<file path="src/rtl/pe_array_drain.sv">
// Drain controller for the systolic PE array: shifts each column's mac chain
// into a ROWSxCOLS tile buffer, clears the PEs, then streams the tile row-major.
// Optional leaky-ReLU output transform is enabled by defining DRAIN_LEAKY_EN.

module pe_drain_col #(
  parameter int DATA_WIDTH = 16,
  parameter int ROWS       = 4,
  parameter int RW         = 2
) (
  input  logic                  clk,
  input  logic                  rst_n,
  input  logic                  cap_en,
  input  logic [RW-1:0]         cap_row,
  input  logic [DATA_WIDTH-1:0] din,
  input  logic [RW-1:0]         rd_row,
  output logic [DATA_WIDTH-1:0] dout
);
  logic [ROWS-1:0][DATA_WIDTH-1:0] mem;

  always_ff @(posedge clk or negedge rst_n) begin
    if (!rst_n)      mem <= '0;
    else if (cap_en) mem[cap_row] <= din;
  end

  assign dout = mem[rd_row];
endmodule

module pe_array_drain #(
  parameter int DATA_WIDTH = 16,
  parameter int ROWS       = 4,
  parameter int COLS       = 4
) (
  input  logic                       clk,
  input  logic                       rst_n,
  input  logic                       tile_done,
  output logic                       tile_ready,
  input  logic [COLS*DATA_WIDTH-1:0] chain_in,
  output logic                       write_out_en,
  output logic                       reset_pe,
  output logic [DATA_WIDTH-1:0]      out_data,
  output logic                       out_valid,
  input  logic                       out_ready,
  output logic                       out_last
);
  localparam int RW = (ROWS > 1) ? $clog2(ROWS) : 1;
  localparam int CW = (COLS > 1) ? $clog2(COLS) : 1;
  localparam logic [RW-1:0] R_LAST = RW'(ROWS - 1);
  localparam logic [CW-1:0] C_LAST = CW'(COLS - 1);

  typedef enum logic [1:0] {IDLE, SETTLE, SHIFT, STREAM} state_t;
  state_t state;

  logic [RW-1:0] k, row_cnt;
  logic [CW-1:0] col_cnt;

  logic [COLS-1:0][DATA_WIDTH-1:0] col_in, col_word;
  logic                            cap_en;
  logic [RW-1:0]                   cap_row;

  assign col_in  = chain_in;
  assign cap_en  = (state == SHIFT);
  // Chain emerges tail-first: shift k carries row ROWS-1-k.
  assign cap_row = R_LAST - k;

  for (genvar c = 0; c < COLS; c++) begin : g_col
    pe_drain_col #(.DATA_WIDTH(DATA_WIDTH), .ROWS(ROWS), .RW(RW)) u_col (
      .clk    (clk),
      .rst_n  (rst_n),
      .cap_en (cap_en),
      .cap_row(cap_row),
      .din    (col_in[c]),
      .rd_row (row_cnt),
      .dout   (col_word[c])
    );
  end

  logic [DATA_WIDTH-1:0] raw, xf;
  assign raw = col_word[col_cnt];

`ifdef DRAIN_LEAKY_EN
  logic signed [DATA_WIDTH-1:0] raw_s, leak_s;
  assign raw_s  = raw;
  assign leak_s = raw_s >>> 3;
  assign xf     = raw[DATA_WIDTH-1] ? DATA_WIDTH'(leak_s) : raw;
`else
  assign xf = raw;
`endif

  // Stream outputs decode from registered state/counters only.
  assign out_data = out_valid ? xf : '0;
  assign out_last = out_valid && (row_cnt == R_LAST) && (col_cnt == C_LAST);

  always_ff @(posedge clk or negedge rst_n) begin
    if (!rst_n) begin
      state        <= IDLE;
      k            <= '0;
      row_cnt      <= '0;
      col_cnt      <= '0;
      tile_ready   <= 1'b1;
      write_out_en <= 1'b0;
      reset_pe     <= 1'b0;
      out_valid    <= 1'b0;
    end else begin
      case (state)
        IDLE: if (tile_done) begin
          state      <= SETTLE;
          tile_ready <= 1'b0;
        end
        SETTLE: begin
          state        <= SHIFT;
          k            <= '0;
          write_out_en <= 1'b1;
          reset_pe     <= (ROWS == 1);
        end
        SHIFT: begin
          if (k == R_LAST) begin
            state        <= STREAM;
            write_out_en <= 1'b0;
            reset_pe     <= 1'b0;
            out_valid    <= 1'b1;
            row_cnt      <= '0;
            col_cnt      <= '0;
          end else begin
            k        <= k + RW'(1);
            reset_pe <= ((k + RW'(1)) == R_LAST);
          end
        end
        STREAM: if (out_ready) begin
          if (col_cnt == C_LAST) begin
            col_cnt <= '0;
            if (row_cnt == R_LAST) begin
              state      <= IDLE;
              out_valid  <= 1'b0;
              tile_ready <= 1'b1;
              row_cnt    <= '0;
            end else begin
              row_cnt <= row_cnt + RW'(1);
            end
          end else begin
            col_cnt <= col_cnt + CW'(1);
          end
        end
        default: state <= IDLE;
      endcase
    end
  end
endmodule

</file>
<file path="config.mk">
export PLATFORM = sky130hd
export DESIGN_NAME = pe_array_drain
export DESIGN_NICKNAME = d
export VERILOG_FILES = /design/src/rtl/pe_array_drain.sv
export SDC_FILE = /design/constraint.sdc
export NUM_CORES = 1
export LEC_CHECK = 0
export CAP_MARGIN = 10
export CORE_AREA = 2 2 156 188
export CTS_CLUSTER_SIZE = 24
export DETAILED_ROUTE_END_ITERATION = 8
export DIE_AREA = 0 0 158 190
export PLACE_DENSITY = 0.62
export RECOVER_POWER = 100
export SYNTH_ARGS = -nofsm -noshare
export SYNTH_HDL_FRONTEND = slang
export SYNTH_SLANG_ARGS = --single-unit
</file>
<file path="constraint.sdc">
create_clock -name clk -period 3.46 [get_ports clk]
set_input_delay 0.519 -clock clk [delete_from_list [all_inputs] [get_ports clk]]
set_output_delay 0.519 -clock clk [all_outputs]
set_load 0.02 [all_outputs]
</file>
* After elaboration in Yosys (flattened, before gate mapping)
Cells that the tools add are included.
Storage, ports and cells: output and inout port bits 21, register bits 268, bits in read-only memories 0, RAM bits 0, bits in latches 0, bits of input ports 68, memories kept 0
Cells by class: shift operators 0, div/mod/pow operators 0, multiply operators 0, order comparisons 4, multiplexer cells 47, add/sub/neg operators 4, equal/unequal tests 13, bitwise gates (word level) 0, reductions and logical operators 14
Operators by type and width (count):
- bitwise mux 64 bit | 4
- binary-select mux 16 bit (select 2 bit) | 5
- 2-to-1 mux 16 bit | 7
- demux 16 bit (select 2 bit) | 1
- 2-to-1 mux 2 bit | 12
- AND reduction 5 bit | 3
- == test 2 bit (second input constant) | 6
- case mux 2 bit (2 select lines) | 3
- 2-to-1 mux 1 bit | 10
- != test 2 bit (second input constant) | 5
- less-than comparator 2 x 3 -> 1 bit (second input constant) | 3
- case mux 1 bit (2 select lines) | 4
- case mux 2 bit (4 select lines) | 1
- adder 2 x 1 -> 2 bit (second input constant) | 3
- nonzero test 2 bit | 3
- AND reduction 2 bit | 2
- AND reduction 4 bit | 1
- logical AND 1 bit | 3
- AND reduction 3 bit | 1
- == test 2 x 1 -> 1 bit (second input constant) | 1
- >= comparator 2 x 1 -> 1 bit (second input constant) | 1
- logical NOT 2 bit | 1
- != test 2 x 1 -> 1 bit (second input constant) | 1
- subtractor 2 bit (first input constant) | 1

* Logic depth before layout (Yosys ltp)
Gate-level depths: netlist (run 1).
depth in word-level cells 6, depth in mapped cells 7

* Modules after synthesis
From an unflattened synthesis (run 1), not the netlist that was laid out.
Second synthesis, totals: cell total of the unflattened synthesis 734, area, all modules 12469.5 µm²
By module, submodules not included:
- pe_drain_col | seq. area each 1601.5 µm², area each 2792.7 µm², times used 4, cells each 156
- pe_array_drain | seq. area each 301.5 µm², area each 1298.7 µm², times used 1, cells each 110

* Least setup slack after synthesis (run 1)
Ideal clock, no wire load.
path type register to output, from register row_cnt[1], to output port out_data[7], required time 2941 ps, slack 1372 ps, buffers on the path 3, arrival time 1569 ps, cell stages (with the launch flop) 8, cell sequence dfrtp_1 -> buf_4 -> and2_1 -> clkbuf_2 -> buf_4 -> a22oi_1 -> nand2_1 -> o22ai_1
Between the ends: word-level cells in the longest chain between the ends 5, elaborated cells between the ends (all ways) 11, those cells by class 11 x mux
RTL lines:
- start, declared | RTL line 53 | logic [RW-1:0] k, row_cnt;
- start signal, assigned | RTL line 137 | row_cnt <= row_cnt + RW'(1);
- binary-select mux 16 bit (select 2 bit) | RTL line 25 | assign dout = mem[rd_row];
- 2-to-1 mux 16 bit (implied by the code) | RTL line 25
- binary-select mux 16 bit (select 2 bit) (*) | RTL line 78 | assign raw = col_word[col_cnt];
- 2-to-1 mux 16 bit (implied by the code) (*) | RTL line 78
- 2-to-1 mux 16 bit (*) | RTL line 90 | assign out_data = out_valid ? xf : '0;
- end, declared | RTL line 40 | output logic [DATA_WIDTH-1:0] out_data,
Every way passes the cells marked *; elsewhere a longest branch is shown, timed or not. The select of a mux whose other input is x is not followed.

* Worst setup path in the final report (run 1)
from register row_cnt[1], to output port out_data[1]
Same word-level chain as after synthesis.

==> impl_results.md, run 1 <==
* CTS H-tree depth at 1
* DP HPWL at 19440 µm
* Layout cells sized above 1 at 35.94%
* Initial core utilization at 43.91%
* Synth warnings at 0
* # Max-Cap Violations at 4
* Maximum vdd ir drop at 0.0004859 V
* CTS clock-pin slew for the worst setup and hold paths at 0.06 ns
* Syn Area/Cell at 14.32 µm²
* Sequential fraction of the synthesis area at 53.76%
* Highest-count cells in the layout ignoring fill and taps: dfrtp_1, mux2_2, mux2i_1, clkdlybuf4s50_1, a22oi_1
* GRT Overall Usage at 20.40%
* Final Cycle Share at 97.27%
* Top FF cell, synth: dfrtp_1
* Slew Limit Fails at 232
* Cell count after synthesis at 871
* Min cycle time layout at 3.366 ns
* Bufs on Longest Clock Path at 3
* Via/cell ratio at 5.465
* Pwr dens at 1005 nW/µm²
* Final setup margin at 0.09432 ns
* Unrepaired setup endpoints after global routing: true
* Die height at 190 µm
* Critical path required time at 2.94 ns
* WL/cell at 21.71 µm
* Postcts setup bufs at 0
* Number of port buffers at 88
* Failing checks: capacitance limit, slew limit
* Ports at 89
* Static Leak at 6.120 nW
* Routability cong. at 0.7679
* Crit path launch type: flip-flop
* Setup violators final at 0
* Via count at 7498
* Status: finished, violations left
* Max Fclk at 0.2971 GHz
* Die W at 158 µm
* Largest net degree at the start of global routing at 79
* Hold Violations, Final at 0
* Post-synth ARST share at 100.0%
* First-pass GRT wire length at 46750 µm
* Util after Layout at 51.52%
* ANT nets after route at 0
* Clk Latency, worst-skew pair at 0.54 ns
* Relative slew margins at -40.00%
* Rows at 68
* Initial DRC Count at 432
* Die area at 30020 µm²
* GR Overflow Total at 0
* Worst Tran Pin Value at 2.100 ns
* Critical path class: reg2out
* Setup Skew at 0.01557 ns
* Fillcell total at 2501
* Commonest non-fill, non-tap cell in the layout: dfrtp_1
* FF+latch count, synth at 268
* Area growth syn-to-layout at 17.34%
* Vias in the first global route at 7738
* Post-synth EDFFs at 0
* Critical path capture point type: output pin
* Clock Root Buffer: clkbuf_16
* CTS Sinks at 268
* DRC errors left at 0
* First-pass DRT Iterations at 5
* Synth Net Count at 953
* Post-placement setup slack at 0.5288 ns
* Netlist cell types at 37
* Clock buffer count from CTS at 29
* Final wirelength at 29790 µm
* Total Nets Final at 1047
* Post-Syn Area at 12480 µm²
* Initial antenna violation count at 1
* Placeable Area at 28420 µm²
* CP max FO at 12
* Worst min-delay path category: reg2reg
* CTS tree: done
* Hold_ws at 0.4986 ns
* Worst Path Arrival at 2.85 ns
power by group:
part           switching (W)  internal [W]  total, W
Clock                0.00121       0.00169   0.00290
Combinational        0.00303       0.00325   0.00628
Sequential          0.000783       0.00476   0.00554
final timing paths:
check,cells after the start,end,from,slack (ns)
max in group asynchronous,3,g_col[2].u_col.mem[60],rst_n,0.55
min in group asynchronous,2,g_col[2].u_col.mem[48],rst_n,1.12
worst max register to register,5,g_col[3].u_col.mem[36],state[0],0.31
worst min-delay path,1,g_col[1].u_col.mem[41],g_col[1].u_col.mem[41],0.50
worst max-delay path,7,out_data[1],row_cnt[1],0.09
worst min register to register,1,g_col[1].u_col.mem[41],g_col[1].u_col.mem[41],0.50
synth_stat cells, types with 3 or more instances:
master,instances,area share [%]
buf_2,35,1.4
o211ai_1,3,0.18
o22ai_1,9,0.45
ha_1,14,1.4
inv_1,11,0.33
mux2_2,260,23
nor2_1,13,0.39
a21oi_1,4,0.16
mux4_2,15,2.7
o21ai_0,5,0.20
buf_12,4,0.64
o21ai_1,5,0.20
dfrtp_1,267,54
mux2i_1,100,8.0
clkbuf_1,3,0.090
nor2b_1,3,0.15
o211ai_2,3,0.30
nand3_1,7,0.28
buf_6,7,0.63
nand2_1,35,1.1
a22oi_1,46,2.8
layout make-up:
class / instances / area, µm² / share of cell area (%)
timing repair buffer: 117 / 1167 / 7.974
multi-input combinational: 537 / 5348 / 36.53
tap: 385 / 481.7 / 3.290
clock inverter: 3 / 15.01 / 0.1026
antenna: 2 / 5.005 / 0.03419
sequential: 268 / 6711 / 45.84
clock buffer: 48 / 867.1 / 5.923
inverter: 12 / 45.04 / 0.3077
logic make-up (layout without fill, tap and decap cells):
family,Yosys count,in the layout,share of synthesized area [%]
mux,375,375,34.20
flops,268,268,53.76
compound gates,82,82,4.833
buf+inv,66,180,3.530
simple gates,65,65,2.206
fa+ha+maj,14,14,1.404
xor+xnor,1,1,0.07021
other cells,0,2,0
critical path: stages (launching register included):
cell,delay [ns]
dfrtp_1,0.37
buf_4,0.20
nor2_2,0.55
buf_4,0.29
a22oi_1,0.08
nand3_1,0.14
o21ai_1,0.11
clkdlybuf4s50_1,0.56
state kept, by name, indices dropped and copies added, names as in the netlist:
register and cells:
tile_ready 1, reset_pe 1, g_col.u_col.mem 256, state 2, row_cnt 2, out_valid 1
write_out_en 1, k 2, col_cnt 2
per-layer routing:
layer  routed length (µm)  up-vias  track usage [%]
met5                    0        -                0
met4                  709        0            4.505
met3                 1455       45            2.847
met2                14070      157            32.94
met1                13550     3917            29.39
li1                     -     3379                -
per-stage QoR:
stage / instance area (µm²) / power (W) / TNS [ns] / instances
finish: 14640 / 0.01472 / 0 / 1372
global placement: 13750 / 0.01179 / 0 / 1317
global route: 14640 / 0.01566 / -0.02482 / 1370
CTS: 14680 / 0.01488 / 0 / 1370
detailed placement: 13750 / 0.01190 / 0 / 1317
floorplan: 12480 / 0.009837 / 0 / 871
what timing repair did:
| action | 4_1_cts | 5_1_grt |
|---|---|---|
| endpoints found under the hold margin | 3 | 0 |
| hold buffers | 1 | 0 |
| cloned | 1 | 0 |
| endpoints found under the setup margin | 2 | 13 |
| resized for setup | 3 | 9 |
(Power assumes the default switching activity.)
==> run 2, diff against run 1 <==
- CORE_AREA: 2 2 156 188 -> 2 2 131 158
- DIE_AREA: 0 0 158 190 -> 0 0 133 160
- MAX_ROUTING_LAYER: default -> met4
- PLACE_DENSITY: 0.62 -> 0.84
==> impl_results.md, run 2 (synthesized netlist as in run 1, its figures left out) <==
* Clock buffer count from CTS at 26 (-10%)
* DP HPWL at 17780 µm (-8.6%)
* Post-DP Area at 13640 µm² (-0.82%)
* Worst Tran Pin Value at 2.192 ns (+0.09224 ns)
* Max reg flops at 256 (unchanged)
* Relative slew margins at -46.15% (-6.1 points)
* Max Fclk at 0.2934 GHz (-1.2%)
* Initial antenna violation count at 2 (+1)
* Final setup margin at 0.05203 ns (-0.04229 ns)
* GR Overflow Total at 0 (unchanged)
* Clock Root Buffer: clkbuf_16
* Initial DRC Count at 549 (+27%)
* Util after Layout at 72.95% (+21 points)
* Stages on worst setup path at 7 (unchanged)
* Crit-path slowest cell: clkdlybuf4s50_1
* Worst Hold Depth at 1 (unchanged)
* Initial core utilization at 62.71% (+19 points)
* Via count at 7675 (+2.4%)
* Die height at 160 µm (-16%)
* Vias in the first global route at 8370 (+8.2%)
* Slew Limit Fails at 89 (-62%)
* DRC errors left at 0 (unchanged)
* Reg-to-Reg Start: state[0]
* First-pass DRT Iterations at 5 (unchanged)
* Static Leak at 6.152 nW (+0.52%)
* Worst Path Arrival at 2.89 ns (+0.04 ns)
* Setup violators final at 0 (unchanged)
* Status: finished, violations left
* First-pass GRT wire length at 45290 µm (-3.1%)
* Worst min-delay path category: reg2reg
* CTS clock-pin slew for the worst setup and hold paths at 0.06 ns (about the same)
* Placeable Area at 19900 µm² (-30%)
* Critical path class: reg2out
* Clk Latency, worst-skew pair at 0.53 ns (about the same)
* Crit path launch type: flip-flop
* Setup Skew at 0.01495 ns (-0.0006235 ns)
* Maximum vdd ir drop at 0.0007318 V (+51%)
* CTS tree: done
* WL/cell at 22.52 µm (+3.7%)
* Critical path capture point type: output pin
* # Max-Cap Violations at 1 (-3)
* Area growth syn-to-layout at 16.34%
* Final wirelength at 28150 µm (-5.5%)
* Hold Buf Count CTS at 0 (-1)
* Highest-count cells in the layout ignoring fill and taps: dfrtp_1, mux2_2, mux2i_1, clkdlybuf4s50_1, a22oi_1
* Pwr dens at 1010 nW/µm² (+0.45%)
* Non-Filler Instances at 1250 (-8.9%)
* Via/cell ratio at 6.140 (+12%)
* Hold Violations, Final at 0 (unchanged)
* Top cell family by delay on the critical path: buffers and inverters
* Post-placement setup slack at 0.4718 ns (-0.05699 ns)
* CTS H-tree depth at 1 (unchanged)
* ANT nets after route at 0 (unchanged)
* Largest net degree at the start of global routing at 89 (+13%)
* Most flop-heavy register: g_col.u_col.mem
* Layout cells sized above 1 at 37.03% (+1.1 points)
* Crit-path most repeated cell: buf_4
* Die area at 21280 µm² (-29%)
* R2r worst-path depth at 6 (+1)
* CP bufs+invs at 3 (unchanged)
* Rows at 57 (-16%)
* Reg2Reg Setup Slack at 1.08 ns (+0.77 ns)
* Total Nets Final at 1046 (-0.096%)
* Hold Crit Start: g_col[1].u_col.mem[43]
* CP max FO at 11 (-1)
* Ordered cell list for the critical path: buf_4 > and2_2 > buf_4 > a22oi_1 > nand3_1 > o21ai_1 > clkdlybuf4s50_1
* Commonest non-fill, non-tap cell in the layout: dfrtp_1
* Routability cong. at 0.8276 (+7.8%)
* Min cycle time layout at 3.408 ns (+0.04229 ns)
* GRT Overall Usage at 28.16% (+7.8 points)
* Ports at 89 (unchanged)
* Cells after DPL at 1200 (-8.9%)
* Number of port buffers at 88 (unchanged)
* Final instance area at 14520 µm² (-0.85%)
* Final Cycle Share at 98.50% (+1.2 points)
* Die W at 133 µm (-16%)
* Failing checks: capacitance limit, slew limit
* CTS Sinks at 268 (unchanged)
* Critical path required time at 2.94 ns (about the same)
* Critical path origin: col_cnt[0]
* CP peak stage delay at 0.63 ns (+0.07 ns)
* Unrepaired setup endpoints after global routing: true
* Bufs on Longest Clock Path at 3 (unchanged)
==> run 2: changes by cell type in the layout (fill, tap and decap cells not counted), moves of 3 or more <==
| cell | delta |
|---|---|
| clkbuf_1 | -7 |
| clkdlybuf4s50_1 | +3 |
| buf_12 | +3 |
| buf_4 | +3 |
| dlygate4sd3_1 | -6 |
| nand2_2 | +4 |
| dlymetal6s2s_1 | +4 |
==> run 2: stage by stage <==
stage	hold WS, ns	total power (W)	setup TNS, ns
2_1_floorplan	0.2234	0.009837	0
6_report	0.5005	0.01466	0
3_3_place_gp	0.4822	0.01155	0
4_1_cts	0.01750	0.01471	0
3_5_place_dp	0.4872	0.01177	0
5_1_grt	0.5046	0.01547	-0.01936
==> run 2: worst paths after layout <==
check	end
max	out_data[1]
min	g_col[1].u_col.mem[43]
max reg2reg	row_cnt[0]
min reg2reg	g_col[1].u_col.mem[43]
max in group asynchronous	g_col[1].u_col.mem[20]
min in group asynchronous	g_col[2].u_col.mem[23]
==> run 2: where the power goes <==
| part | internal [W] | total (W) | switching (W) |
|---|---|---|---|
| registers | 0.00476 | 0.00563 | 0.000872 |
| clock network | 0.00169 | 0.00285 | 0.00117 |
| logic | 0.00324 | 0.00618 | 0.00293 |
| total | 0.00969 | 0.0147 | 0.00497 |
==> run 2: cell type report <==
class,instances,area (µm²)
Inverter,12,45.04
Antenna cell,2,5.005
Clock buffer,40,774.5
Tap cell,265,331.6
Fill cell,1287,5383
Sequential cell,268,6711
Multi-Input combinational cell,537,5355
Timing Repair Buffer,119,1205
Clock inverter,7,87.58
==> run 2: what timing repair did <==
action / 4_1_cts / 5_1_grt
endpoints found under the setup margin: 15 / 13
gates resized for setup: 5 / 9
buffers inserted: 1 / 0
pin swaps: 0 / 0
==> run 2: worst register-to-register path, cell delays in order, from the launching register on <==
cell and delay [ns]:
dfrtp_1 0.42, inv_1 0.14, ha_1 0.51, nand2_2 0.14
buf_4 0.28, a221oi_2 0.41, mux2_2 0.38
==> run 2: per-layer routing <==
layer	wire, µm	track usage, %	vias up
li1	-	-	3375
met5	0	-	-
met1	11560	35.66	4010
met2	14200	46.54	236
met4	658	8.749	0
met3	1733	5.111	54
==> run 3, diff against run 2 <==
- HOLD_SLACK_MARGIN: default -> 0.12
==> impl_results.md, run 3 (synthesized netlist as in run 1, its figures left out) <==
* Status: finished, violations left
* Failing checks: capacitance limit, slew limit
* Reg2Reg Setup Slack at 1.06 ns (-0.02 ns)
* Critical path required time at 2.94 ns (about the same)
* Clk Latency, worst-skew pair at 0.53 ns (about the same)
* Max Fclk at 0.2940 GHz (+0.19%)
* Vias in the first global route at 8370 (unchanged)
* Initial antenna violation count at 2 (unchanged)
* Maximum vdd ir drop at 0.0007323 V (about the same)
* Hold Violations, Final at 0 (unchanged)
* Relative slew margins at -50.83% (-4.7 points)
* Min cycle time layout at 3.402 ns (-0.006391 ns)
* Crit-path most repeated cell: buf_4
* CTS clock-pin slew for the worst setup and hold paths at 0.07 ns (about the same)
* Reg-to-Reg Start: state[0]
* Rows at 57 (unchanged)
* Die area at 21280 µm² (unchanged)
* CP max FO at 16 (+5)
* Area growth syn-to-layout at 16.68%
* Final Power at 0.01468 W (+0.13%)
* Routability cong. at 0.8276 (unchanged)
* Total Nets Final at 1047 (+0.096%)
* DP HPWL at 17780 µm (unchanged)
* Max reg flops at 256 (unchanged)
* Post-DP Area at 13640 µm² (unchanged)
* Die W at 133 µm (unchanged)
* Hold_ws at 0.5005 ns (-0.00002600 ns)
* Worst Tran Pin Value at 2.263 ns (+0.07030 ns)
* CTS Sinks at 268 (unchanged)
* Critical path origin: col_cnt[0]
* Placeable Area at 19900 µm² (unchanged)
* Worst min-delay path category: reg2reg
* Critical path class: reg2out
* Crit-path slowest cell: clkdlybuf4s50_1
* Worst Setup EP: out_data[10]
* Bufs on Longest Clock Path at 3 (unchanged)
* Most flop-heavy register: g_col.u_col.mem
* CTS tree: done
* First-pass GRT wire length at 45290 µm (unchanged)
* Ports at 89 (unchanged)
* Slew Limit Fails at 87 (-2.2%)
* Via/cell ratio at 6.101 (-0.64%)
* GRT Overall Usage at 28.16% (unchanged)
* CTS H-tree depth at 1 (unchanged)
* DRC errors left at 0 (unchanged)
* Final instance area at 14560 µm² (+0.29%)
* Clock buffer count from CTS at 26 (unchanged)
* Number of port buffers at 88 (unchanged)
* Pwr dens at 1008 nW/µm² (-0.16%)
* Terminus of the critical flop-to-flop path: row_cnt[0]
* Clock Root Buffer: clkbuf_16
* First-pass DRT Iterations at 4 (-1)
* Largest net degree at the start of global routing at 89 (unchanged)
* Commonest non-fill, non-tap cell in the layout: dfrtp_1
* Critical path capture point type: output pin
* Die height at 160 µm (unchanged)
* Initial DRC Count at 500 (-8.9%)
* Highest-count cells in the layout ignoring fill and taps: dfrtp_1, mux2_2, mux2i_1, clkdlybuf4s50_1, a22oi_1
* Final Cycle Share at 98.31% (-0.18 points)
* Initial core utilization at 62.71% (unchanged)
* Setup Skew at 0.01431 ns (-0.0006422 ns)
* Unrepaired setup endpoints after global routing: true
* Crit path launch type: flip-flop
* Layout cells sized above 1 at 36.99% (-0.038 points)
* WL/cell at 22.57 µm (+0.25%)
* GR Overflow Total at 0 (unchanged)
* Static Leak at 6.167 nW (+0.25%)
* Via count at 7632 (-0.56%)
* ANT nets after route at 0 (unchanged)
* # Max-Cap Violations at 1 (unchanged)
* Ordered cell list for the critical path: buf_4 > nor2b_2 > buf_4 > a22oi_2 > nand2_1 > o22ai_1 > clkdlybuf4s50_1
* Setup violators final at 0 (unchanged)
* Final wirelength at 28240 µm (+0.33%)
* R2r worst-path depth at 6 (unchanged)
* CP peak stage delay at 0.64 ns (about the same)
* Worst Path Arrival at 2.88 ns (about the same)
-- run 3: worst min path at each step --
stage / start / endpoint / depth (start not counted)
2_1_floorplan: rst_n / col_cnt[0] / 0
3_3_place_gp: g_col[1].u_col.mem[32] / g_col[1].u_col.mem[32] / 1
3_5_place_dp: g_col[1].u_col.mem[43] / g_col[1].u_col.mem[43] / 1
4_1_cts: g_col[1].u_col.mem[43] / g_col[1].u_col.mem[43] / 1
5_1_grt: g_col[1].u_col.mem[43] / g_col[1].u_col.mem[43] / 1
6_report: g_col[1].u_col.mem[43] / g_col[1].u_col.mem[43] / 1
-- run 3: final cells by class --
| cell class | count | area (µm²) |
|---|---|---|
| Tap cell | 265 | 331.6 |
| Sequential cell | 268 | 6711 |
| Multi-Input combinational cell | 537 | 5355 |
| Fill cell | 1280 | 5340 |
| Clock buffer | 40 | 774.5 |
| Inverter | 12 | 45.04 |
| Timing Repair Buffer | 120 | 1247 |
| Antenna cell | 2 | 5.005 |
| Clock inverter | 7 | 87.58 |
-- run 3: metal layers --
layer | part of all wire [%] | track usage (%) | up-vias | wire [µm]
li1 | - | - | 3378 | -
met1 | 42 | 35.66 | 3974 | 11890
met2 | 50 | 46.54 | 223 | 14130
met3 | 5.5 | 5.111 | 57 | 1541
met4 | 2.4 | 8.749 | 0 | 680
met5 | 0 | - | - | 0
-- run 3: through the flow --
stage	setup TNS, ns	setup WS [ns]	instances	utilization [%]
finish	0	0.05842	1251	73.16
global route	-0.02439	-0.02439	1251	73.16
CTS	0	0.001761	1249	73.04
floorplan	0	1.372	871	-
detailed placement	0	0.4718	1200	68.53
global placement	0	0.4515	1200	68.53
-- run 3: worst max-delay path, delay by kind of cell (launching register included) --
family	cells	cell delay [ns]
AND/OR/NAND/NOR	2	0.29
flip-flops	1	0.45
AO/OA/AOI/OAI	2	0.51
buffers and inverters	3	1.08
-- run 3: power by group --
| group | switching, W | internal [W] | leakage [nW] |
|---|---|---|---|
| clock network | 0.00117 | 0.00169 | 0.422 |
| registers | 0.000874 | 0.00476 | 3.13 |
| logic | 0.00294 | 0.00325 | 2.62 |
| total | 0.00498 | 0.00969 | 6.17 |
-- run 3: repair_timing --
item                                    4_1_cts  5_1_grt
gates resized for setup                       5        9
endpoints found under the setup margin       15       13
buffers inserted                              1        0
hold endpoints to repair                     83        0
hold buffers                                  1        0
